--- src/rtl/synapse_accumulator_if.sv ---
// Handshake and data bundle between the spike source and the accumulator.
// Master drives weights, spikes and step requests; slave returns the result.
interface synapse_accumulator_if #(
  parameter int NUM_INPUTS   = 8,
  parameter int ADDR_WIDTH   = 3,
  parameter int WEIGHT_WIDTH = 6,
  parameter int OUT_WIDTH    = 8
);
  logic                    weight_wr_en;
  logic [ADDR_WIDTH-1:0]   weight_wr_addr;
  logic [WEIGHT_WIDTH-1:0] weight_wr_data;
  logic [NUM_INPUTS-1:0]   spike_in;
  logic                    step_start;
  logic                    busy;
  logic [OUT_WIDTH-1:0]    synaptic_input;
  logic                    synaptic_valid;

  modport master (
    output weight_wr_en,
    output weight_wr_addr,
    output weight_wr_data,
    output spike_in,
    output step_start,
    input  busy,
    input  synaptic_input,
    input  synaptic_valid
  );

  modport slave (
    input  weight_wr_en,
    input  weight_wr_addr,
    input  weight_wr_data,
    input  spike_in,
    input  step_start,
    output busy,
    output synaptic_input,
    output synaptic_valid
  );
endinterface

--- src/rtl/synapse_accumulator.sv ---
// Serial weighted spike accumulator feeding the LIF neuron.
// One input per clock, saturating sum, one-cycle result strobe.
module synapse_accumulator #(
  parameter int NUM_INPUTS   = 8,
  parameter int ADDR_WIDTH   = 3,
  parameter int WEIGHT_WIDTH = 6,
  parameter int OUT_WIDTH    = 8
) (
  input logic clk,
  input logic reset,
  synapse_accumulator_if.slave bus
);

  typedef enum logic [1:0] {
    IDLE,
    ACCUM,
    DONE
  } state_e;

  localparam logic [ADDR_WIDTH-1:0] LAST_IDX =
    ADDR_WIDTH'(NUM_INPUTS - 1);

  state_e state_q, state_d;

  logic [ADDR_WIDTH-1:0]   idx_q, idx_d;
  logic [OUT_WIDTH-1:0]    acc_q, acc_d;
  logic [NUM_INPUTS-1:0]   snap_q, snap_d;
  logic [WEIGHT_WIDTH-1:0] weight_q [NUM_INPUTS];
  logic [WEIGHT_WIDTH-1:0] weight_d [NUM_INPUTS];
  logic [OUT_WIDTH-1:0]    out_q, out_d;
  logic                    valid_q, valid_d;

  logic                    last;
  logic                    addr_ok;
  logic [OUT_WIDTH:0]      sum_wide;
  logic [OUT_WIDTH-1:0]    acc_sat;
  logic [OUT_WIDTH-1:0]    acc_next;

  // Out-of-range write addresses only exist when the
  // address space is larger than the weight file.
  if ((1 << ADDR_WIDTH) > NUM_INPUTS) begin : g_addr_chk
    assign addr_ok =
      {1'b0, bus.weight_wr_addr} <
      (ADDR_WIDTH + 1)'(NUM_INPUTS);
  end else begin : g_addr_full
    assign addr_ok = 1'b1;
  end

  // Saturating add of the current weight; one bit of headroom.
  always_comb begin
    last     = (idx_q == LAST_IDX);
    sum_wide = (OUT_WIDTH + 1)'(acc_q) +
               (OUT_WIDTH + 1)'(weight_q[idx_q]);
    acc_sat  = sum_wide[OUT_WIDTH] ? '1 :
               sum_wide[OUT_WIDTH-1:0];
    acc_next = snap_q[idx_q] ? acc_sat : acc_q;
  end

  // State register.
  always_ff @(posedge clk) begin
    if (reset) begin
      state_q <= IDLE;
    end else begin
      state_q <= state_d;
    end
  end

  // Next-state logic; requests while busy are dropped.
  always_comb begin
    state_d = state_q;
    unique case (state_q)
      IDLE:    if (bus.step_start) state_d = ACCUM;
      ACCUM:   if (last) state_d = DONE;
      DONE:    state_d = IDLE;
      default: state_d = IDLE;
    endcase
  end

  // Output logic: result registered on the last accumulate edge.
  always_comb begin
    valid_d = (state_q == ACCUM) && last;
    out_d   = valid_d ? acc_next : '0;
  end

  assign bus.busy           = (state_q != IDLE);
  assign bus.synaptic_input = out_q;
  assign bus.synaptic_valid = valid_q;

  // Datapath next values: snapshot, index walk, accumulator.
  always_comb begin
    snap_d = snap_q;
    acc_d  = acc_q;
    idx_d  = idx_q;
    unique case (state_q)
      IDLE: begin
        if (bus.step_start) begin
          snap_d = bus.spike_in;
          acc_d  = '0;
          idx_d  = '0;
        end
      end
      ACCUM: begin
        acc_d = acc_next;
        idx_d = last ? '0 : idx_q + 1'b1;
      end
      default: ;
    endcase
  end

  // Weight file write; the read of index k sees the old value.
  always_comb begin
    weight_d = weight_q;
    if (bus.weight_wr_en && addr_ok) begin
      weight_d[bus.weight_wr_addr] = bus.weight_wr_data;
    end
  end

  // Datapath and output registers.
  always_ff @(posedge clk) begin
    if (reset) begin
      idx_q    <= '0;
      acc_q    <= '0;
      snap_q   <= '0;
      weight_q <= '{default: '0};
      out_q    <= '0;
      valid_q  <= 1'b0;
    end else begin
      idx_q    <= idx_d;
      acc_q    <= acc_d;
      snap_q   <= snap_d;
      weight_q <= weight_d;
      out_q    <= out_d;
      valid_q  <= valid_d;
    end
  end

endmodule

--- src/flat_wrapper.sv ---
// flat-port wrapper written by rule: the top's interface ports become plain ports
module synapse_accumulator_flat 
#(
  parameter int NUM_INPUTS   = 8,
  parameter int ADDR_WIDTH   = 3,
  parameter int WEIGHT_WIDTH = 6,
  parameter int OUT_WIDTH    = 8
)
  (clk, reset, bus_weight_wr_en, bus_weight_wr_addr, bus_weight_wr_data, bus_spike_in, bus_step_start, bus_busy, bus_synaptic_input, bus_synaptic_valid);
  synapse_accumulator_if #(.NUM_INPUTS(NUM_INPUTS), .ADDR_WIDTH(ADDR_WIDTH), .WEIGHT_WIDTH(WEIGHT_WIDTH), .OUT_WIDTH(OUT_WIDTH)) bus_i ();
  input logic clk;
  input logic reset;
  input wire logic [$bits(bus_i.weight_wr_en)-1:0] bus_weight_wr_en;
  input wire logic [$bits(bus_i.weight_wr_addr)-1:0] bus_weight_wr_addr;
  input wire logic [$bits(bus_i.weight_wr_data)-1:0] bus_weight_wr_data;
  input wire logic [$bits(bus_i.spike_in)-1:0] bus_spike_in;
  input wire logic [$bits(bus_i.step_start)-1:0] bus_step_start;
  output wire logic [$bits(bus_i.busy)-1:0] bus_busy;
  output wire logic [$bits(bus_i.synaptic_input)-1:0] bus_synaptic_input;
  output wire logic [$bits(bus_i.synaptic_valid)-1:0] bus_synaptic_valid;
  assign bus_i.weight_wr_en = bus_weight_wr_en;
  assign bus_i.weight_wr_addr = bus_weight_wr_addr;
  assign bus_i.weight_wr_data = bus_weight_wr_data;
  assign bus_i.spike_in = bus_spike_in;
  assign bus_i.step_start = bus_step_start;
  assign bus_busy = bus_i.busy;
  assign bus_synaptic_input = bus_i.synaptic_input;
  assign bus_synaptic_valid = bus_i.synaptic_valid;
  synapse_accumulator #(.NUM_INPUTS(NUM_INPUTS), .ADDR_WIDTH(ADDR_WIDTH), .WEIGHT_WIDTH(WEIGHT_WIDTH), .OUT_WIDTH(OUT_WIDTH)) u_core (.clk(clk), .reset(reset), .bus(bus_i));
endmodule
--- config.mk ---
export PLATFORM = sky130hd
export DESIGN_NAME = synapse_accumulator_flat
export DESIGN_NICKNAME = d
export VERILOG_FILES = /design/src/rtl/synapse_accumulator_if.sv /design/src/rtl/synapse_accumulator.sv /design/src/flat_wrapper.sv
export SDC_FILE = /design/constraint.sdc
export NUM_CORES = 1
export LEC_CHECK = 0
export CAP_MARGIN = 20
export CORE_UTILIZATION = 40
export CTS_CLUSTER_DIAMETER = 150
export DETAILED_ROUTE_END_ITERATION = 10
export PLACE_DENSITY = 0.61
export SLEW_MARGIN = 40
export SYNTH_ARGS = -nofsm -noshare
export SYNTH_HDL_FRONTEND = slang
export SYNTH_SLANG_ARGS = --single-unit
--- constraint.sdc ---
create_clock -name clk -period 7.73 [get_ports clk]
set_input_delay 1.1595 -clock clk [delete_from_list [all_inputs] [get_ports clk]]
set_output_delay 1.1595 -clock clk [all_outputs]
set_load 0.05 [all_outputs]
Word level (Yosys, flattened, before mapping) --
Cells that the tools add are included.
Word-level totals: register bits 78, logic and storage cells 54, bits of input ports 21
Cells by class: bitwise logic cells 3, equality and inequality tests 4, multiplexer cells 18, add/sub/neg operators 2, magnitude comparators 4, reductions and logical operators 9
Operators by type and width (count):
- 48-bit bitwise mux | 1
- 8-bit 2-to-1 mux | 3
- 6-bit binary-select mux with 3-bit select | 1
- 6-bit demux with 3-bit select | 1
- 6-bit 2-to-1 mux | 3
- 8-bit one-hot mux with 2 select lines | 1
- 8-bit by 6-bit adder with 9-bit output | 1
- 4-bit >= comparator (second input constant) | 2
- 3-bit inverter with 4-bit output | 2
- 3-bit 2-to-1 mux | 2
- 3-bit one-hot mux with 2 select lines | 1
- 2-bit AND reduction | 3
- 3-bit by 4-bit < comparator with 1-bit output (second input constant) | 1
- 4-bit by 1-bit < comparator with 1-bit output (second input constant) | 1
- 2-bit 2-to-1 mux | 2
- 2-bit one-hot mux with 2 select lines | 1
- 2-bit nonzero test | 2
- 3-bit by 1-bit adder with 3-bit output (second input constant) | 1
- 1-bit binary-select mux with 3-bit select | 1
- 3-bit equality test (second input constant) | 1
- 2-bit by 1-bit equality test with 1-bit output (second input constant) | 1
- 1-bit logical AND | 2
- 2-bit logical NOT | 1
- 2-bit by 1-bit != test with 1-bit output (second input constant) | 1
- 4 further kinds | 4

Depth between registers and ports, before layout --
depth in word-level cells 8, mapped depth 12, depth with buffers taken out 9

Worst setup path before layout --
OpenSTA, ideal clock, no wires.
kind register to register, start register u_core.idx_q[0], end register u_core.acc_q[2], setup slack 4440 ps, cell stages (with the launch flop) 12, data arrival time 3161 ps, buffers on the path 3, cells stage by stage dfxtp_1 -> buf_2 -> buf_1 -> mux4_2 -> mux2_2 -> ha_1 -> a21o_1 -> a221o_1 -> and3_1 -> buf_2 -> o21bai_1 -> a21oi_2
On the way: longest elaborated chain between the ends 8, elaborated cells on any way between the ends 10, classes of those cells add/sub: 1; mux: 8; bitwise: 1
RTL lines:
- from (decl) | line synapse_accumulator.sv:25 | logic [ADDR_WIDTH-1:0] idx_q, idx_d;
- from (signal assigned) | line synapse_accumulator.sv:128 | idx_q <= idx_d;
- 3-bit inverter with 4-bit output (implied by the code) | line synapse_accumulator.sv:53 | (OUT_WIDTH + 1)'(weight_q[idx_q]);
- 6-bit binary-select mux with 3-bit select | line synapse_accumulator.sv:53
- 6-bit 2-to-1 mux (implied by the code) (2 in a row) | line synapse_accumulator.sv:53
- 8-bit by 6-bit adder with 9-bit output | line synapse_accumulator.sv:52 | sum_wide = (OUT_WIDTH + 1)'(acc_q) +
- 8-bit 2-to-1 mux | line synapse_accumulator.sv:54 | acc_sat = sum_wide[OUT_WIDTH] ? '1 :
- 8-bit 2-to-1 mux (*) | line synapse_accumulator.sv:56 | acc_next = snap_q[idx_q] ? acc_sat : acc_q;
- 8-bit one-hot mux with 2 select lines (*) | line synapse_accumulator.sv:94 | unique case (state_q)
- to (signal assigned) | line synapse_accumulator.sv:122 | acc_q <= '0;
- to (signal assigned) | line synapse_accumulator.sv:129 | acc_q <= acc_d;
- to (decl) | line synapse_accumulator.sv:26 | logic [OUT_WIDTH-1:0] acc_q, acc_d;
Every way passes the cells marked *; elsewhere a longest branch is shown, timed or not. The select of a mux whose other input is x is not followed. A chain may end at the register's enable or synchronous reset.

Final worst setup path --
start register u_core.idx_q[1], end register u_core.acc_q[2]
Same word-level chain as after synthesis.

==> out/qor.csv <==
stage,metric,value,unit
status,status,"complete, no violations",
grt,largest net degree at the start of global routing,72,
place,GPL Wtd Cong,0.813,
final_layout,filler instances,829,
yosys,cells after synthesis,367,
floorplan,initial core utilization,41.6,%
place,Post-DP Area,3960,um^2
clock_network,clk_lat worst skew,0.35,ns
power,Lkg Pwr,1.72,nW
clock_network,CTS H-tree lvls,3,
detailed_routing,Detail Route Antenna Nets,0,
yosys,ys async rst share,0,%
detailed_routing,total wire length,7320,um
min_path,Hold Startpoint,u_core.snap_q[2],
yosys,top post-synthesis cells by area,"dfxtp_1 43%, mux2i_1 15%, nor2_1 6.8%",
min_path,cell count of the worst hold path,2,
final_layout,FF/Latch Area,1560,um^2
critical_path,CP max stage cell,mux4_1,
critical_path,crit end category,flip-flop,
run,max-cap violations,0,
grt,routing usage on met1,20.9,%
min_path,Worst Hold Class,reg2reg,
yosys,library cells used by synthesis,45,
critical_path,Worst path max stage delay,0.60,ns
min_path,hold endpoint,u_core.snap_q[2],
yosys,"Seq/Total Area, Yosys",42.9,%
floorplan,DIE AREA,9490,um^2
place,Port Buffer Count,30,
yosys,post-synth top area cell,dfxtp_1,
yosys,"EDFF count, synth",0,
yosys,cell with the most instances after synthesis,dfxtp_1,
timing,fin. max-slew vios,0,
clock_network,clk slew on worst S/H paths,0.07,ns
clock_network,CTS tree,built,
final_layout,post-route cell area,4160,um^2
power,power per cell area,189,nW/um^2
yosys,Post-Syn Area,3640,um^2
detailed_routing,DR vias,2634,
yosys,Yosys reg bits,78,
detailed_routing,vias per std cell,5.35,
clock_network,clk sinks,78,
grt,global-route wire length before repair,12600,um
critical_path,reg2reg end,u_core.acc_q[2],
final_layout,ant diodes,0,
place,pre-CTS setup slack,4.21,ns
grt,antenna violations before repair,0,
timing,period utilization,45.7,%
yosys,Avg Inst Size Synth,9.92,um^2
timing,unrepaired setup endpoints after global routing,no,
place,dpl cells,478,
critical_path,crit path launch type,flip-flop,
yosys,Mapped Nets,397,
timing,Max Clock Skew,0.00397,ns
power,total chip power,0.788,mW
grt,GRT Util Overall,16.9,%
grt,busiest grt layer,met2,
final_layout,Layout Utilization,47.5,%
floorplan,IO Count,31,
detailed_routing,DR DRC count,0,
final_layout,layout overhead on the synthesized area,14.3,%
detailed_routing,1st-iter DRT viols,118,
detailed_routing,Routed WL per cell,14.9,um
yosys,Post-synth top cells,"78 x dfxtp_1, 66 x nor2_1, 53 x mux2i_1",
timing,Worst-Margin Slew,0.781,ns
timing,final hold viol count,0,
critical_path,R2R setup slack,4.20,ns
timing,Final setup viols,0,
grt,grt total ovfl,0,
clock_network,post-CTS setup buffer count,0,
critical_path,cell count of the worst reg-to-reg path,9,
place,DP Wirelength,4910,um
critical_path,worst endpoint required time,7.94,ns
floorplan,Rows,34,
grt,vias in the first global route,2514,
timing,setup TNS,0,ns
detailed_routing,router iterations before antenna repair,6,
clock_network,"Gates resized, CTS repair",0,
critical_path,worst-path maximum fanout,12,
clock_network,clock tree buffer depth,2,
yosys,"Top FF cell, synth",dfxtp_1,
floorplan,Die Wd,97.4,um
clock_network,# hold bufs at CTS,0,
critical_path,"Arr. time, crit path",3.74,ns
critical_path,Reg2Reg Launch Point,u_core.idx_q[1],
critical_path,CP Class,reg2reg,
power,VDD IR max,0.0755,mV
final_layout,Finished Layout Cells,492,
critical_path,crit-path cells,buf_4 -> mux4_1 -> mux2_2 -> fa_1 -> a21o_1 -> a221o_1 -> and3_1 -> o21bai_1 -> a21oi_2,
yosys,post-synth top area share,42.9,%
timing,setup ws final,4.20,ns
grt,grt met3 use,4.96,%
floorplan,chip height,97.4,um
grt,routing usage on met2,27.4,%
timing,Fmax,283,MHz
timing,minimum clock period,3.53,ns
final_layout,multi-input logic area,1940,um^2
timing,Slew headroom,47.7,%
final_layout,Nets,411,
yosys,Yosys Warn Count,0,
floorplan,Core Area,8760,um^2
clock_network,Clk Tree Root Cell,clkbuf_8,
final_layout,share of cells above drive strength 1,10.2,%
clock_network,TritonCTS Buffers,9,
timing,WHS,0.458,ns
-- layer usage --
metal / share of wire, % / vias up
met4: 2.5 / 0
met2: 47 / 33
met1: 47 / 1262
met5: 0 / -
met3: 3.6 / 12
li1: - / 1327
-- power by group --
group | leakage, nW | total [mW] | switching [mW] | internal [mW]
logic | 0.996 | 0.0693 | 0.0382 | 0.0312
clock network | 0.0956 | 0.301 | 0.137 | 0.164
registers | 0.632 | 0.418 | 0.00727 | 0.410
-- registers in the layout, summed over array words and instances, names as in the netlist --
name,count
u_core.weight_q,48
u_core.acc_q,8
u_core.bus.synaptic_input,8
u_core.snap_q,8
u_core.idx_q,3
u_core.state_q,2
u_core.bus.synaptic_valid,1
-- worst max-delay path: cells and delay by family (launching register included) --
| kind | cells | cell delay (ns) |
|---|---|---|
| flip-flops | 1 | 0.56 |
| buffers and inverters | 1 | 0.31 |
| AND/OR/NAND/NOR | 1 | 0.31 |
| adder cells (fa/ha/maj) | 1 | 0.43 |
| AO/OA/AOI/OAI | 4 | 0.83 |
| multiplexers | 2 | 0.93 |
-- layout by cell type (no fill, tap or decap), types with 4 or more instances in the layout --
| master | netlist | layout |
|---|---|---|
| dfxtp_1 | 78 | 77 |
| o21bai_1 | 6 | 6 |
| mux2_2 | 8 | 8 |
| mux4_2 | 9 | 9 |
| a211oi_1 | 6 | 6 |
| nand3_1 | 9 | 9 |
| clkbuf_8 | 0 | 11 |
| nand2_1 | 21 | 21 |
| clkdlybuf4s50_1 | 0 | 29 |
| inv_1 | 7 | 7 |
| a21oi_1 | 20 | 20 |
| ha_1 | 8 | 8 |
| nor2_1 | 66 | 66 |
| mux2i_1 | 53 | 53 |
| nand4b_1 | 4 | 4 |
-- how the worst max path moves through the flow --
| stage | slack [ns] | to | from |
|---|---|---|---|
| after detailed placement | 4.21 | u_core.acc_q[2] | u_core.idx_q[1] |
| final | 4.20 | u_core.acc_q[2] | u_core.idx_q[1] |
| after CTS | 4.19 | u_core.acc_q[2] | u_core.idx_q[1] |
| after global routing | 4.00 | u_core.acc_q[4] | u_core.idx_q[1] |
| after global placement | 4.04 | u_core.acc_q[2] | u_core.idx_q[0] |
| after floorplan | 4.44 | u_core.acc_q[2] | u_core.idx_q[0] |
-- cells by family (layout without fill, tap and decap cells) --
family	Yosys count	count (layout)	synth area share, %
AO/OA/AOI/OAI	49	49	9.03
XOR/XNOR	3	3	0.722
adder cells (fa/ha/maj)	9	9	3.30
buffers and inverters	36	53	4.26
flip-flops	78	78	42.9
multiplexers	73	73	24.8
AND/OR/NAND/NOR	119	119	15.0
-- final cells by class --
type | count | share of cell area (%)
Clock buffer | 13 | 3.82
Inverter | 7 | 0.631
Multi-Input combinational cell | 253 | 46.6
Tap cell | 108 | 3.25
Sequential cell | 78 | 37.5
Clock inverter | 1 | 0.721
Timing Repair Buffer | 32 | 7.45
Power figures use the tool's default switching activity.
